**config.mk**
```make
export PLATFORM = sky130hd
export DESIGN_NAME = fpu_req_arbiter
export DESIGN_NICKNAME = d
export VERILOG_FILES = /design/src/rtl/fpu_arb_pkg.sv /design/src/rtl/rr_arbiter.sv /design/src/rtl/fpu_req_arbiter.sv
export SDC_FILE = /design/constraint.sdc
export NUM_CORES = 1
export LEC_CHECK = 0
export ABC_AREA = 1
export CAP_MARGIN = 20
export CORE_AREA = 2 2 170 172
export DETAILED_ROUTE_END_ITERATION = 7
export DIE_AREA = 0 0 172 174
export SLEW_MARGIN = 20
export SYNTH_ARGS = -nofsm -noshare
export SYNTH_HDL_FRONTEND = slang
export SYNTH_SLANG_ARGS = --single-unit
```
**constraint.sdc**
```tcl
create_clock -name clk -period 2.6 [get_ports clk]
set_clock_uncertainty 0.2 [all_clocks]
set_input_delay 0.26 -clock clk [delete_from_list [all_inputs] [get_ports clk]]
set_output_delay 0.26 -clock clk [all_outputs]
set_load 0.02 [all_outputs]
```
**src/rtl/fpu_arb_pkg.sv**
```systemverilog
// fpu_arb_pkg: shared encodings, FSM states and flag bit positions for fpu_req_arbiter.
package fpu_arb_pkg;
  typedef enum logic [2:0] {OP_ADD = 3'd0, OP_SUB = 3'd1, OP_MUL = 3'd2, OP_DIV = 3'd3} fpu_op_e;
  typedef enum logic [1:0] {RM_NEAREST = 2'd0, RM_ZERO = 2'd1, RM_UP = 2'd2, RM_DOWN = 2'd3} rmode_e;
  typedef enum logic [1:0] {RUN = 2'd0, DRAIN = 2'd1, IDLE = 2'd2} state_e;
  localparam int FLG_SNAN = 7;
  localparam int FLG_QNAN = 6;
  localparam int FLG_INF  = 5;
  localparam int FLG_INE  = 4;
  localparam int FLG_OVF  = 3;
  localparam int FLG_UNF  = 2;
  localparam int FLG_DBZ  = 1;
  localparam int FLG_ZERO = 0;
  localparam logic [7:0] EXC_MASK = 8'b1100_1110;
  function automatic logic is_exc(input logic [7:0] flags);
    return |(flags & EXC_MASK);
  endfunction
endpackage

```
**src/rtl/rr_arbiter.sv**
```systemverilog
// rr_arbiter: round-robin grant starting at a pointer that advances past each winner.
module rr_arbiter #(
  parameter int N = 4,
  localparam int W = $clog2(N)
) (
  input  logic         clk,
  input  logic         rst_n,
  input  logic         en_i,
  input  logic [N-1:0] req_i,
  output logic [N-1:0] gnt_o,
  output logic [W-1:0] idx_o,
  output logic         any_o
);
  logic [W-1:0] ptr_q, ptr_d, j;
  // Scan from furthest offset down so the closest requester at/after ptr wins.
  always_comb begin
    idx_o = '0;
    any_o = 1'b0;
    j = '0;
    for (int i = N - 1; i >= 0; i--) begin
      j = W'((int'(ptr_q) + i) % N);
      if (en_i && req_i[j]) begin
        idx_o = j;
        any_o = 1'b1;
      end
    end
    gnt_o = any_o ? (N'(1) << idx_o) : '0;
    ptr_d = any_o ? ((idx_o == W'(N - 1)) ? '0 : idx_o + 1'b1) : ptr_q;
  end
  always_ff @(posedge clk or negedge rst_n)
    if (!rst_n) ptr_q <= '0;
    else ptr_q <= ptr_d;
endmodule

```
**src/rtl/fpu_req_arbiter.sv**
```systemverilog
// fpu_req_arbiter: shares one fixed-latency pipelined fpu core among NUM_REQ requesters.
// Optional FPU_ARB_STATS_EN adds saturating issue/exception counters.
module fpu_req_arbiter
  import fpu_arb_pkg::*;
#(
  parameter int NUM_REQ = 4,
  parameter int FPU_LAT = 4,
  localparam int TAG_W = $clog2(NUM_REQ)
) (
  input  logic                  clk,
  input  logic                  rst_n,
  input  logic [NUM_REQ-1:0]    req_valid,
  output logic [NUM_REQ-1:0]    req_ready,
  input  logic [NUM_REQ*3-1:0]  req_op,
  input  logic [NUM_REQ*2-1:0]  req_rmode,
  input  logic [NUM_REQ*32-1:0] req_opa,
  input  logic [NUM_REQ*32-1:0] req_opb,
  output logic [NUM_REQ-1:0]    rsp_valid,
  output logic [31:0]           rsp_data,
  output logic [7:0]            rsp_flags,
  input  logic                  flush,
  output logic                  busy,
  output logic [2:0]            fpu_op,
  output logic [1:0]            fpu_rmode,
  output logic [31:0]           fpu_opa,
  output logic [31:0]           fpu_opb,
`ifdef FPU_ARB_STATS_EN
  output logic [NUM_REQ*16-1:0] stat_issued,
  output logic [15:0]           stat_exc,
`endif
  input  logic [31:0]           fpu_out,
  input  logic [7:0]            fpu_flags
);
  state_e state_q, state_d;
  logic [TAG_W-1:0] gidx, pend_t_q;
  logic xfer, pend_v_q, inflight;
  logic [2:0] op_q;
  logic [1:0] rmode_q;
  logic [31:0] opa_q, opb_q, rsp_data_q;
  logic [7:0] rsp_flags_q;
  logic [NUM_REQ-1:0] rsp_valid_q;
  logic [FPU_LAT-1:0] pv_q;
  logic [FPU_LAT*TAG_W-1:0] pt_q;

  rr_arbiter #(.N(NUM_REQ)) u_rr (
    .clk   (clk),
    .rst_n (rst_n),
    .en_i  (state_q == RUN),
    .req_i (req_valid),
    .gnt_o (req_ready),
    .idx_o (gidx),
    .any_o (xfer)
  );

  // pend_* holds the op whose core result is on fpu_out this cycle.
  assign inflight  = |pv_q || pend_v_q;
  assign busy      = (state_q != RUN) || inflight;
  assign fpu_op    = op_q;
  assign fpu_rmode = rmode_q;
  assign fpu_opa   = opa_q;
  assign fpu_opb   = opb_q;
  assign rsp_valid = rsp_valid_q;
  assign rsp_data  = rsp_data_q;
  assign rsp_flags = rsp_flags_q;

  always_comb begin
    state_d = state_q;
    state_d = (state_q == RUN) ? (flush ? DRAIN : RUN) :
              (state_q == DRAIN) ? (inflight ? DRAIN : IDLE) : RUN;
  end

  always_ff @(posedge clk or negedge rst_n) begin
    if (!rst_n) begin
      state_q     <= RUN;
      op_q        <= '0;
      rmode_q     <= '0;
      opa_q       <= '0;
      opb_q       <= '0;
      pv_q        <= '0;
      pt_q        <= '0;
      pend_v_q    <= 1'b0;
      pend_t_q    <= '0;
      rsp_valid_q <= '0;
      rsp_data_q  <= '0;
      rsp_flags_q <= '0;
    end else begin
      state_q <= state_d;
      if (xfer) begin
        op_q    <= req_op[3*gidx +: 3];
        rmode_q <= req_rmode[2*gidx +: 2];
        opa_q   <= req_opa[32*gidx +: 32];
        opb_q   <= req_opb[32*gidx +: 32];
      end
      pv_q        <= {pv_q[FPU_LAT-2:0], xfer};
      pt_q        <= {pt_q[(FPU_LAT-1)*TAG_W-1:0], gidx};
      pend_v_q    <= pv_q[FPU_LAT-1];
      pend_t_q    <= pt_q[FPU_LAT*TAG_W-1 -: TAG_W];
      rsp_valid_q <= pend_v_q ? (NUM_REQ'(1) << pend_t_q) : '0;
      if (pend_v_q) begin
        rsp_data_q  <= fpu_out;
        rsp_flags_q <= fpu_flags;
      end
    end
  end

`ifdef FPU_ARB_STATS_EN
  logic [15:0] iss_q [NUM_REQ];
  logic [15:0] exc_q;
  always_ff @(posedge clk or negedge rst_n) begin
    if (!rst_n) begin
      for (int i = 0; i < NUM_REQ; i++) iss_q[i] <= '0;
      exc_q <= '0;
    end else begin
      if (xfer && iss_q[gidx] != 16'hFFFF) iss_q[gidx] <= iss_q[gidx] + 16'd1;
      if (pend_v_q && is_exc(fpu_flags) && exc_q != 16'hFFFF) exc_q <= exc_q + 16'd1;
    end
  end
  for (genvar g = 0; g < NUM_REQ; g++) begin : g_stat
    assign stat_issued[16*g +: 16] = iss_q[g];
  end
  assign stat_exc = exc_q;
`endif
endmodule

```
### Yosys cells after proc, flatten, opt, wreduce, memory -nomap -nowiden

Index checks and enable logic that the tools add are counted.

| word-level totals | value |
|---|---|
| bits in latches | 0 |
| bits in read-only memories | 0 |
| memories | 0 |
| memory bits (writable) | 0 |
| register bits | 132 |
| output and inout bits | 118 |

| cells by class | value |
|---|---|
| multiply operators | 1 |
| equality and inequality tests | 2 |
| bitwise operators | 0 |
| order comparisons | 4 |
| shift-type cells | 6 |
| reduce and logical (&&, ||, !) cells | 9 |
| divide/modulo/power cells | 0 |
| mux-type cells | 23 |
| add/subtract/negate cells | 4 |

Operators by type and width:

| cell | number |
|---|---|
| 128-bit by 8-bit variable part select with 32-bit output | 2 |
| 2-bit 2-to-1 mux | 8 |
| 2-bit by 3-bit < comparator with 1-bit output (second input constant) | 4 |
| 12-bit by 5-bit variable part select with 3-bit output | 1 |
| 1-bit 2-to-1 mux | 9 |
| 1-bit binary-select mux with 2-bit select | 4 |
| 4-bit 2-to-1 mux | 2 |
| 8-bit by 4-bit variable part select with 2-bit output | 1 |
| 1-bit by 2-bit left shift with 4-bit output (first input constant) | 2 |
| 2-bit by 1-bit adder with 2-bit output (second input constant) | 2 |
| 2-bit adder (second input constant) | 2 |
| 1-bit logical AND | 4 |
| 2-bit by 2-bit multiplier with 4-bit output (first input constant) | 1 |
| 4-bit OR reduction | 1 |
| 2-bit by 1-bit equality test with 1-bit output (second input constant) | 1 |
| 2-bit equality test (second input constant) | 1 |
| 2-bit zero test | 1 |
| 1-bit logical OR | 2 |
| 2-bit nonzero test | 1 |

### Logic depth before layout (Yosys ltp)

| depth | value |
|---|---|
| word-level depth | 10 |
| depth in mapped cells | 16 |
| mapped depth without buffers | 14 |

### Hierarchy

A second synthesis with hierarchy kept.

| second synthesis, totals | value |
|---|---|
| cells, all modules | 1398 |
| area total of the unflattened synthesis | 8480.6 um^2 |

Modules (own cells, without submodules):

| module | cells each | area an instance (um^2) | sequential area each (um^2) | times used |
|---|---|---|---|---|
| fpu_req_arbiter | 1306 | 7933.9 | 3253.1 | 1 |
| rr_arbiter | 92 | 546.8 | 50.0 | 1 |

### Worst setup path before layout

Ideal clock, no wire load.

| timing path | value |
|---|---|
| path kind | flip-flop to output port |
| start | register u_rr.ptr_q[0] |
| end | output port req_ready[0] |
| path buffers | 3 |
| stages on the path, launching flop included | 13 |
| slack | 241 ps |
| arrival time | 1899 ps |
| cells stage by stage | dfrtp_1 buf_4 inv_4 nand2_1 nand3_1 nand2_1 nor2_1 nand2_1 nand3_2 nand2_4 buf_6 buf_6 nor3_1 |

| between the ends | value |
|---|---|
| longest elaborated chain between the ends | 10 |
| elaborated cells between the ends (all ways) | 25 |

Ends and longest elaborated chain:

| item | line | RTL |
|---|---|---|
| from (decl) | rr_arbiter.sv:14 | `logic [W-1:0] ptr_q, ptr_d, j;` |
| from (signal assigned) | rr_arbiter.sv:32 | `else ptr_q <= ptr_d;` |
| 2-bit adder | rr_arbiter.sv:21 | `j = W'((int'(ptr_q) + i) % N);` |
| 1-bit binary-select mux with 2-bit select | rr_arbiter.sv:22 | `if (en_i && req_i[j]) begin` |
| 1-bit 2-to-1 mux (implied by the code) | rr_arbiter.sv:22 |  |
| 1-bit logical AND | rr_arbiter.sv:22 |  |
| 2-bit 2-to-1 mux (4 in series) | rr_arbiter.sv:22 |  |
| 1-bit by 2-bit left shift with 4-bit output | rr_arbiter.sv:27 | `gnt_o = any_o ? (N'(1) << idx_o) : '0;` |
| 4-bit 2-to-1 mux (*) | rr_arbiter.sv:27 |  |
| to (decl) | fpu_req_arbiter.sv:13 | `output logic [NUM_REQ-1:0] req_ready,` |

Every way passes the cells marked *; elsewhere a longest branch is shown, timed or not. The select of a mux whose other input is x is not followed.

### Final worst setup path

| timing path | value |
|---|---|
| start | register u_rr.ptr_q[0] |
| end | output port req_ready[1] |

Same word-level chain as after synthesis.

==> summary.md <==
| Metric | Value |
|---|---|
| Worst hold margin | about 140 ps |
| Gate Count Post-Synth | 1042 |
| Final worst slack | just under 70 ps |
| Grt ovf | 0 |
| Netlist cell types | 25 |
| Total Power | 18800 uW |
| Commonest non-fill, non-tap cell in the layout | clkdlybuf4s50_1 |
| Crit Path Max Fanout | 8 |
| Hold path startpoint | pt_q[4]$_DFF_PN0_ |
| Top Family by Delay on Critical Path | simple AND/OR/NAND/NOR gates |
| Die height | 174 um |
| Initial antenna violation count | 0 |
| Fmax | around 0.40 GHz |
| Final min period | 2530 ps |
| Compound-gate portion of the synthesized area | 0.305% |
| Antenna violation net count after detailed routing | 0 |
| Power per cell area | 1440 nW/um^2 |
| Slew of the pin with the lowest slew margin | 836 ps |
| First-pass GRT wire length | around 47 mm |
| Layout area overhead | 76.8% |
| Die X | 172 um |
| Total global-route track usage | approximately 21% |
| Switch share | 49.2% |
| Worst EP arrival | 2070 ps |
| Drt total wl | roughly 32 mm |
| Design Area, Final | ~13000 um^2 |
| DR vias | 8774 |
| DR pass1 iterations | 5 |
| XOR/XNOR Fraction of Synth Area | 0% |
| Combinational power share | roughly 67% |
| Depth of the most critical reg-to-reg path | 16 |
| Fin. Hold Viols | 0 |
| # DRC | 0 |
| Filler cells | 2814 |
| DP Area | ~12000 um^2 |
| Final Setup Violations | 0 |
| Critical-path top delay cell | dfrtp_2 |
| Setup crit end | req_ready[1] |
| Ant diodes | 0 |
| GP Congestion | between 0.8 and 0.9 |
| Largest family of logic cells by synthesized area | simple AND/OR/NAND/NOR gates |
| Starting density of the core | a little over a quarter |
| Largest net degree at the start of global routing | 71 |
| Routed length per instance | about 17 um |
| Setup crit end kind | primary output |
| DIE AREA | approximately 30000 um^2 |
| Hold path depth | 0 |
| Crit. path cell count | 11 |
| Clock sink total | around 130 |
| Crit share post-route | 97.4% |
| Mapped Avg Cell Area | ~7.1 um^2 |
| Max Slew Vio Count | 0 |
| Net count after synthesis | 1366 |
| Crit. Startpoint | u_rr.ptr_q[0]$_DFFE_PN0P_ |
| CP Cell Sequence | inv_4 -> nand2_2 -> nand3_2 -> nand2_2 -> nor2_4 -> nand2_2 -> nand2_2 -> nand2_4 -> buf_12 -> a21oi_1 -> buf_4 |
| Net switching power | about 9000 uW |
| Crit path kind | reg2out |
| Clk pwr share | between 10% and 20% |
| Core area | about 28000 um^2 |
| H-tree levels | 4 |
| Yosys reg bits | between 100 and 150 |
| CP most frequent cell | nand2_2 |
| Max capacitance violation total | 0 |
| Worst-Skew Late Latency | 410 ps |
| CP max stage delay | between 400 and 500 ps |
| Post-synthesis simple-gate area fraction | between 40% and 50% |
| Mapped cell area | 7370 um^2 |
| Buf+Inv Stages, Crit Path | 3 |
| Hpwl dp | approximately 23 mm |
| Slew HR | around 44% |
| Power Internal | between 9000 and 10000 uW |
| CTS tree | yes |
| Row count | 62 |
| Crit start category | flip-flop |
| Total negative slack | 0 ps |
| DRT iter0 DRCs | slightly above 500 |
| RSZ-0062 raised after global routing | true |
| Via density | 4.70 |
| Seq/Total Area, Yosys | between 40% and 50% |
| YS warnings | 0 |
| Clock buffer depth | 2 |
| Leakage | between 0.005 and 0.006 uW |
| # nets final | around 1800 |
| Maximum VDD drop | just over 0.0009 V |
| Clock slew at reported path FFs | ~70 ps |
| Post-Synth Adder-Cell Area | 0.170% |
| Req. time, crit path | between 2000 and 2500 ps |
| Cts bufs inserted | 17 |
| Most frequent cells in the layout | 435 x clkdlybuf4s50_1, 420 x nand2_1, 348 x nand3_1 |
| # port buffers | between 400 and 500 |
| Status | finished, final reports clean |
| Fraction of layout cells with a size suffix above 1 | between 8 and 9% |
| Worst hold path type | reg2reg |
| Root Driver | clkbuf_16 |
| FF-to-FF End | fpu_opb[29]$_DFFE_PN0P_ |
| Mux contribution to synthesized area | 0% |
| Dpl ws | -270 ps |
| Worst R2R Start | u_rr.ptr_q[0]$_DFFE_PN0P_ |
| Vias in the first global route | roughly 8500 |
| Register share of total power | between 10% and 20% |
| Top-Level Pins | between 400 and 500 |
| Flop2flop setup slack | ~150 ps |
-- Yosys cell counts --
master    number  area, um^2
inv_2          4        15.0
nor2_1         4        15.0
dfrtp_1      132        3300
clkinv_1       1        3.75
nand2_4        2        22.5
buf_4          6        45.0
clkbuf_1      17        63.8
clkbuf_4       1        7.51
nor2_2         1        6.26
nand4_1        1        6.26
inv_1         10        37.5
nand3_2        1        10.0
buf_2         49         245
inv_4          1        6.26
nand2_2        2        12.5
o31ai_1        1        7.51
buf_6          8        90.1
nor3_1         6        30.0
a21oi_1        2        10.0
ha_1           1        12.5
nor3b_1        2        15.0
o21ai_0        1        5.00
nand3_1      354        1770
buf_1          3        11.3
nand2_1      432        1620
-- layer usage --
layer  GRT usage, %  wire length, um  up-vias
li1               -                -     4293
met1           24.4            12600     4022
met2           35.0            15500      406
met3           5.67             2990       53
met4           8.26             1050        0
met5              0                0        -
-- power groups by stage --
| stage | sequential (uW) | clock [uW] | combinational [uW] |
|---|---|---|---|
| after global placement | 3680 | 0 | 12400 |
| after global routing | 3820 | 2610 | 13900 |
| after floorplan | 4730 | 0 | 6460 |
| final | 3700 | 2430 | 12700 |
| after CTS | 3700 | 2510 | 12500 |
| after detailed placement | 3700 | 0 | 12500 |
-- cell families (layout without fill, tap and decap cells) --
logic type,after synthesis,count (layout)
adder cells (fa/ha/maj),1,1
AND/OR/NAND/NOR,805,805
flip-flops,132,132
buffers and inverters,100,541
AO/OA/AOI/OAI,4,4
-- area by class of cell --
type	instances	area, um^2	area share (%)
timing repair buffer	493	4950	38.0
multi-input combinational	810	3660	28.1
inverter	16	62.6	0.480
tap	384	480	3.68
clock buffer	17	425	3.26
sequential	132	3310	25.4
clock inverter	15	155	1.19
-- state kept, by name, indices dropped and copies added (netlist names) --
register,cells
pend_v_q,1
rsp_data,32
u_rr.ptr_q,2
rsp_flags,8
fpu_op,3
pv_q,4
state_q,2
pend_t_q,2
fpu_opb,32
fpu_opa,32
pt_q,8
fpu_rmode,2
rsp_valid,4
-- stage by stage --
stage                     utilization [%]  instances
after CTS                            45.6       1864
after detailed placement             43.5       1830
after global routing                 46.2       1867
final                                46.2       1867
after floorplan                         -       1042
after global placement               43.5       1830
-- worst min path at each step --
stage / to / slack, ps
6_report: pt_q[6]$_DFF_PN0_ / 140
5_1_grt: pt_q[6]$_DFF_PN0_ / 150
4_1_cts: pt_q[6]$_DFF_PN0_ / 140
3_5_place_dp: rsp_flags[5]$_DFFE_PN0P_ / 80
3_3_place_gp: rsp_flags[3]$_DFFE_PN0P_ / 80
2_1_floorplan: fpu_op[0]$_DFFE_PN0P_ / -240
-- worst reg2reg max path: stages (launching register included) --
cell	delay [ps]
dfrtp_2	450
inv_4	80
nand2_1	90
nand2_2	70
nand2_2	70
nand3_2	90
nand2_2	120
nand2_2	80
nand2_4	100
nand2_4	90
buf_4	140
buf_4	170
buf_16	170
nand2_1	110
nand3_1	120
nand3_1	120
nand2_1	60
-- what timing repair did --
| action | CTS | global route |
|---|---|---|
| pin swaps | 0 | 9 |
| setup endpoints to repair | 4 | 29 |
| resized for setup | 23 | 30 |
| cloned | 0 | 1 |
| endpoints found under the hold margin | 56 | 0 |
| hold buffers | 1 | 0 |
| buffers inserted | 1 | 2 |
Note: power is estimated with default switching activity, not from simulation.
==> RTL edit, RTL diff (same flow settings) <==
Encoding of `state_e`: now one-hot (3 bits for 3 states).
--- a/src/rtl/fpu_arb_pkg.sv
+++ b/src/rtl/fpu_arb_pkg.sv
@@ -2,7 +2,7 @@
 package fpu_arb_pkg;
   typedef enum logic [2:0] {OP_ADD = 3'd0, OP_SUB = 3'd1, OP_MUL = 3'd2, OP_DIV = 3'd3} fpu_op_e;
   typedef enum logic [1:0] {RM_NEAREST = 2'd0, RM_ZERO = 2'd1, RM_UP = 2'd2, RM_DOWN = 2'd3} rmode_e;
-  typedef enum logic [1:0] {RUN = 2'd0, DRAIN = 2'd1, IDLE = 2'd2} state_e;
+  typedef enum logic [2:0] {RUN = 3'b001, DRAIN = 3'b010, IDLE = 3'b100} state_e;
   localparam int FLG_SNAN = 7;
   localparam int FLG_QNAN = 6;
   localparam int FLG_INF  = 5;
Function: same outputs for any inputs over 4 cycles, from zero or initial values and one cycle with rst_n low; so few cycles prove little.
==> RTL edit against the unedited design <==
- cell area rose by 2.1%
- combinational power rose by 23%
- area after synthesis rose by 0.63%
- total power rose by 16%
- sequential cell count rose by 1
- synthesized cell count rose by 0.77%
- setup slack got worse by 0.046 ns
- wire length rose by 4.4%
- critical path type unchanged
==> RTL edit: results <==
export IMPL_cpPeakStageDelay_ns=0.55
export IMPL_p_leak_nw=6.06
export IMPL_synth_seq_area_share_pct=44.9
export IMPL_area_of_the_multi_input_gates_sq_um=3730
export IMPL_inv_count=17
export IMPL_vdd_ir_drop_worst_uv=693
export IMPL_synthesis_instances=1050
export IMPL_global_route_usage_met1_pct=24.0
export IMPL_routedWlPerCell_microns=17.9
export IMPL_ff2ff_setup_slack_ns=0.05
export IMPL_final_critical_path_setup_slack_ns=0.0225
export IMPL_comb_cell_power_mw=15.6
export IMPL_grt_pass1_vias=8492
export IMPL_grt_start_max_net_pins=82
export IMPL_globalplace_congestion=0.829
export IMPL_num_fill_cells=2815
export IMPL_cts_repair_resized=39
export IMPL_seq_pwr_mw=3.80
export IMPL_pre_cts_slack_ns=-0.253
export IMPL_slew_margin_rel_pct=42.6
export IMPL_timing_critical_path_arrival_ns=2.12
export IMPL_signal_buffer_area_fraction_pct=38.4
export IMPL_yosys_cell_types_count=23
export IMPL_via_total_after_detailed_routing=8934
export IMPL_grtUsageMet2_pct=36.2
export IMPL_wire_length_of_the_first_global_routing_pass_mm=47.4
export IMPL_wl_met3_mm=3.01
export IMPL_first_iter_violations=448
export IMPL_cpMaxStageDelayCell="sky130_fd_sc_hd__dfstp_2"
export IMPL_result_of_the_run="completed"
export IMPL_drive_above_1_share_pct=8.53
export IMPL_buffers_excl_clock=491
export IMPL_sw_ratio_pct=50.2
export IMPL_detailroute_wirelength_met2_mm=16.7
export IMPL_synth_seq_cells=133
export IMPL_placement_cell_area_sq_um=12300
export IMPL_clock_tree_cell_share_of_total_cell_area_pct=4.44
[RTL edit: path summary, 6_finish.rpt]
path	start	to	depth (start not counted)
setup / recovery	state_q[0]$_DFF_PN1_	req_ready[3]	13
hold / removal	pt_q[4]$_DFF_PN0_	pt_q[6]$_DFF_PN0_	0
setup reg to reg	state_q[0]$_DFF_PN1_	fpu_opb[29]$_DFFE_PN0P_	14
hold reg to reg	pt_q[4]$_DFF_PN0_	pt_q[6]$_DFF_PN0_	0
max in group asynchronous	rst_n	state_q[0]$_DFF_PN1_	3
min in group asynchronous	rst_n	fpu_opa[12]$_DFFE_PN0P_	2
[RTL edit: kinds of logic after synthesis]
logic type / after synthesis / share of synthesized area (%)
AO/OA/AOI/OAI: 6 / 0.489
adder cells (fa/ha/maj): 1 / 0.169
buffers and inverters: 102 / 7.10
flip-flops: 133 / 44.9
AND/OR/NAND/NOR: 808 / 47.4
